<file path="config.mk">
export PLATFORM = sky130hd
export DESIGN_NAME = gon_bus_ctrl
export DESIGN_NICKNAME = d
export VERILOG_FILES = /design/src/rtl/gon_bus_ctrl.sv
export SDC_FILE = /design/constraint.sdc
export NUM_CORES = 1
export LEC_CHECK = 0
export CORE_UTILIZATION = 65
export CTS_BUF_LIST = sky130_fd_sc_hd__clkbuf_8
export CTS_CLUSTER_SIZE = 8
export DETAILED_ROUTE_END_ITERATION = 7
export DONT_BUFFER_PORTS = 1
export MAX_ROUTING_LAYER = met4
export PLACE_DENSITY = 0.9
export SETUP_SLACK_MARGIN = 0.4
export SLEW_MARGIN = 20
export SYNTH_ARGS = -nofsm -noshare
export SYNTH_HDL_FRONTEND = slang
export SYNTH_SLANG_ARGS = --single-unit
export TNS_END_PERCENT = 5
</file>
<file path="constraint.sdc">
create_clock -name i_clk -period 3.8 [get_ports i_clk]
set_input_delay 0.57 -clock i_clk [delete_from_list [all_inputs] [get_ports i_clk]]
set_output_delay 0.57 -clock i_clk [all_outputs]
set_load 0.005 [all_outputs]
</file>
<file path="src/rtl/gon_bus_ctrl.sv">
// GLB-to-PE multicast bus sequencer.
// Loads slave IDs, then forwards tagged packets.
module gon_bus_ctrl #(
  parameter int ID_BITWIDTH     = 4,
  parameter int SLV_NUM         = 6,
  parameter int PACKET_BITWIDTH = 8,
  parameter int CNT_BITWIDTH    = 8
) (
  input  logic                           i_clk,
  input  logic                           i_rst,
  input  logic                           i_cfg_start,
  input  logic [ID_BITWIDTH-1:0]         i_cfg_id,
  input  logic                           i_cfg_id_valid,
  output logic [SLV_NUM*ID_BITWIDTH-1:0] o_id,
  output logic                           o_id_valid,
  input  logic                           i_run_start,
  input  logic [ID_BITWIDTH-1:0]         i_tag_first,
  input  logic [ID_BITWIDTH-1:0]         i_tag_num,
  input  logic [CNT_BITWIDTH-1:0]        i_pkt_per_tag,
  input  logic [PACKET_BITWIDTH-1:0]     i_src_packet,
  input  logic                           i_src_valid,
  output logic                           o_src_ready,
  output logic [PACKET_BITWIDTH-1:0]     o_bus_packet,
  output logic [ID_BITWIDTH-1:0]         o_bus_tag,
  output logic                           o_bus_valid,
  input  logic                           i_bus_ready,
  output logic                           o_busy,
  output logic                           o_done
);

  localparam int IDX_W = (SLV_NUM > 1) ? $clog2(SLV_NUM) : 1;

  typedef enum logic [2:0] {
    S_IDLE,
    S_CFG,
    S_CFG_FIN,
    S_RUN,
    S_DONE
  } state_t;

  state_t                    state;
  state_t                    state_nxt;
  logic [IDX_W-1:0]          cfg_idx;
  logic [SLV_NUM*ID_BITWIDTH-1:0] id_q;
  logic [ID_BITWIDTH-1:0]    bus_tag;
  logic [ID_BITWIDTH-1:0]    tag_idx;
  logic [ID_BITWIDTH-1:0]    tag_num_q;
  logic [CNT_BITWIDTH-1:0]   pkt_cnt;
  logic [CNT_BITWIDTH-1:0]   ppt_q;

  logic in_run;
  logic hs;
  logic last_pkt;
  logic last_tag;
  logic zero_run;
  logic cfg_last;
  logic cfg_wr;
  logic run_go;

  assign in_run   = (state == S_RUN);
  assign hs       = in_run & i_src_valid & i_bus_ready;
  assign last_pkt = (pkt_cnt == ppt_q - CNT_BITWIDTH'(1));
  assign last_tag = (tag_idx == tag_num_q - ID_BITWIDTH'(1));
  assign zero_run = (i_tag_num == '0) | (i_pkt_per_tag == '0);
  assign cfg_last = (cfg_idx == IDX_W'(SLV_NUM - 1));
  assign cfg_wr   = (state == S_CFG) & i_cfg_id_valid;
  assign run_go   = (state == S_IDLE) & ~i_cfg_start & i_run_start;

  assign o_id         = id_q;
  assign o_id_valid   = (state == S_CFG_FIN);
  assign o_done       = (state == S_DONE);
  assign o_busy       = (state != S_IDLE);
  assign o_bus_tag    = bus_tag;
  assign o_bus_packet = i_src_packet;
  assign o_bus_valid  = in_run & i_src_valid;
  assign o_src_ready  = in_run & i_bus_ready;

  // State register.
  always_ff @(posedge i_clk or negedge i_rst) begin
    if (!i_rst) state <= S_IDLE;
    else        state <= state_nxt;
  end

  // Next-state: cfg start beats run start; final handshake ends the run.
  always_comb begin
    state_nxt = state;
    unique case (state)
      S_IDLE: begin
        if (i_cfg_start)      state_nxt = S_CFG;
        else if (i_run_start) state_nxt = zero_run ? S_DONE : S_RUN;
      end
      S_CFG:     if (cfg_wr && cfg_last) state_nxt = S_CFG_FIN;
      S_CFG_FIN: state_nxt = S_IDLE;
      S_RUN:     if (hs && last_pkt && last_tag) state_nxt = S_DONE;
      S_DONE:    state_nxt = S_IDLE;
      default:   state_nxt = S_IDLE;
    endcase
  end

  // ID shift-in, run latch and packet/tag counters.
  always_ff @(posedge i_clk or negedge i_rst) begin
    if (!i_rst) begin
      cfg_idx   <= '0;
      id_q      <= '0;
      bus_tag   <= '0;
      tag_idx   <= '0;
      tag_num_q <= '0;
      pkt_cnt   <= '0;
      ppt_q     <= '0;
    end else begin
      if (state == S_IDLE && i_cfg_start) cfg_idx <= '0;
      if (run_go) begin
        tag_num_q <= i_tag_num;
        ppt_q     <= i_pkt_per_tag;
        bus_tag   <= i_tag_first;
        pkt_cnt   <= '0;
        tag_idx   <= '0;
      end
      if (cfg_wr) begin
        for (int k = 0; k < SLV_NUM; k++) begin
          if (cfg_idx == IDX_W'(k))
            id_q[k*ID_BITWIDTH +: ID_BITWIDTH] <= i_cfg_id;
        end
        cfg_idx <= cfg_idx + IDX_W'(1);
      end
      if (hs) begin
        if (last_pkt) begin
          pkt_cnt <= '0;
          bus_tag <= bus_tag + ID_BITWIDTH'(1);
          tag_idx <= tag_idx + ID_BITWIDTH'(1);
        end else begin
          pkt_cnt <= pkt_cnt + CNT_BITWIDTH'(1);
        end
      end
    end
  end

endmodule
</file>
==> qor.yml <==
outcome:
  status: "complete, but fails checks"
  violations: "design-rule violations"
placement:
  placed_area_um2: 3040
  gp_congestion: 0.904
  portBuffers: 0
  post-dp-hpwl_um: 4640
setup_path:
  ff2ff_path_depth: 7
  reg2reg_to: "tag_idx[3]"
  reg2reg_slack_ns: 1.05
  crit_arrival_ns: 3.03
  crit_fanout: 11
  crit_type: "register to register"
  worstPathRequired_ns: 4.08
  worstReg2RegStart: "ppt_q[0]"
  endpoint_kind: "register"
  startpoint_type: "register"
floorplan:
  placementRows: 24
  die_area_um2: 4990
  coreArea_um2: 4440
  initial_utilization_pct: 68.9
  dieWidth_um: 70.6
  ios: 76
  fp.dieH_um: 70.6
routing:
  drtAntennaViolNets: 0
  via_per_inst: 6.26
  routed_wirelength_um: 6670
  wl_per_cell_um: 19.0
  drtPass1Iterations: 6
  num_vias: 2205
  drc: 8
  drtIter0Drc: 186
synth:
  synth_seq_area_share_pct: 47.4
  syn_avg_cell_area_um2: 10.3
  syn_area_um2: 3060
  async_flop_share_pct: 100
  synthesis.nets: 342
  synthesis.instances: 297
  yosys_warnings: 0
  ys_seq_elements: 58
  synth_edf_count: 0
  ys_types: 50
  dominantRegCellSynth: "dfrtp_1"
clock_network:
  clk_path_buf_depth: 2
  cts_tree: "yes"
  clk_latency_ns: 0.34
  numCtsBuffers: 9
  clock-sinks: 58
  path_clk_slew_ns: 0.06
  cts_htree_levels: 3
  cts_resized: 0
  root_buffer: "clkbuf_8"
pwr:
  ir_drop_mv: 0.455
  p_total_mw: 2.58
  p_leak_nw: 1.54
  power_density_nw_per_um2: 784
global_routing:
  grt_pass1_vias: 2390
  antenna_found_initial: 0
  track_usage_pct: 31.4
  gr-total-overflow: 0
  grt_pass1_wl_um: 11200
  grt_max_degree: 59
finish:
  fin_util_pct: 74.0
  multi_input_area_um2: 1480
  area_growth_pct: 7.35
  final_area_um2: 3290
  n_fill_cell: 309
  nets: 340
  drive_gt1_share_pct: 15.7
  diodes: 0
  seqCellArea_um2: 1450
run:
  maxCapViolations: 0
sta:
  worst_pin_slew_ns: 0.823
  finalHoldViolCount: 0
  drv_slew: 0
  rsz0062_at_grt: "false"
  clock_skew_ns: 0.00423
  setup_viol_count_final: 0
  timing.fmax_mhz: 363
  fin_crit_ns: 2.75
  timing.hold.ws_ns: 0.0915
  fin_crit_sh_pct: 72.5
  setup_tns_ns: 0
  max-slew-margin-rel_pct: 45.1
hold_path:
  worstHoldPathType: "primary input to async pin"
## metal layers
metal / routed length [µm] / track usage, % / part of all wire (%)
met1: 2570 / 33.6 / 39
met2: 3380 / 51.2 / 51
met3: 508 / 12.4 / 7.6
met4: 210 / 15.3 / 3.1
met5: 0 / - / 0
## sequential cells by signal, indices dropped and copies added (netlist names)
signal     count
tag_idx        4
pkt_cnt        8
ppt_q          8
state          3
tag_num_q      4
cfg_idx        3
o_id          24
o_bus_tag      4
## cell families after synthesis
| group | share of synthesized area [%] |
|---|---|
| xor+xnor | 5.43 |
| simple gates | 18.7 |
| flops | 47.4 |
| buf+inv | 4.41 |
| fa+ha+maj | 4.08 |
| mux | 9.84 |
| compound gates | 10.1 |
## layout make-up
type                       count  area share, %
multi-input combinational    215           45.1
sequential                    58           44.1
clock buffer                  10           4.19
clock inverter                 6           2.47
tap                           52           1.98
timing repair buffer           2           1.07
inverter                       9           1.03
## worst max path at each step
stage	to	slack (ns)	cells after the start	start
6_report	tag_idx[3]	1.05	7	ppt_q[0]
3_3_place_gp	state[2]	1.20	6	ppt_q[2]
2_1_floorplan	tag_idx[3]	1.71	8	ppt_q[0]
3_5_place_dp	tag_idx[3]	1.25	7	ppt_q[0]
4_1_cts	tag_idx[3]	1.12	7	ppt_q[0]
5_1_grt	tag_idx[3]	0.89	7	ppt_q[0]
## where the power goes
group          switching, mW  internal [mW]  total (mW)
clock                  0.238          0.382       0.620
sequential             0.267          0.862        1.13
combinational          0.438          0.391       0.829
## what timing repair did
item / CTS / global route
buffers inserted: 0 / 0
hold buffers: 1 / 0
hold endpoints to repair: 58 / 0
## worst max-delay path: stages (launching register included)
cell      delay, ns
dfrtp_1        0.48
inv_1          0.11
ha_1           0.28
xor2_1         0.20
o31ai_1        0.58
o311ai_2       0.41
or4_1          0.55
nand2_1        0.08
## placed cells by master (no fill, tap or decap), types with 3 or more instances in the layout
cell type and count:
ha_1 10, nand2_1 47, nand3_1 15, nor3b_1 4, clkbuf_8 10, nor3_1 4, xnor2_1 9, o21ai_0 13
a22o_1 5, mux2_2 25, dfrtp_1 58, inv_1 10, nor4_1 4, a21oi_1 9, and2_1 5, nand4_1 3
nor2_1 14, xor2_1 10, a221o_1 3, o211ai_1 3
## cells in the mapped netlist (9+ instances only)
cell     number  area [µm²]
xor2_1       10        87.6
dfrtp_1      58        1450
nand3_1      15        75.1
nor2_1       14        52.6
a21oi_1       9        45.0
ha_1         10         125
inv_1         9        33.8
buf_4         9        67.6
nand2_1      47         176
o21ai_0      13        65.1
xnor2_1       9        78.8
mux2_2       25         282
## metrics by stage
stage	cells	setup slack, ns
floorplan	297	1.71
CTS	352	1.12
detailed placement	335	1.25
global route	352	0.889
global placement	335	1.20
finish	352	1.05
Note: power is estimated with default switching activity, not from simulation.
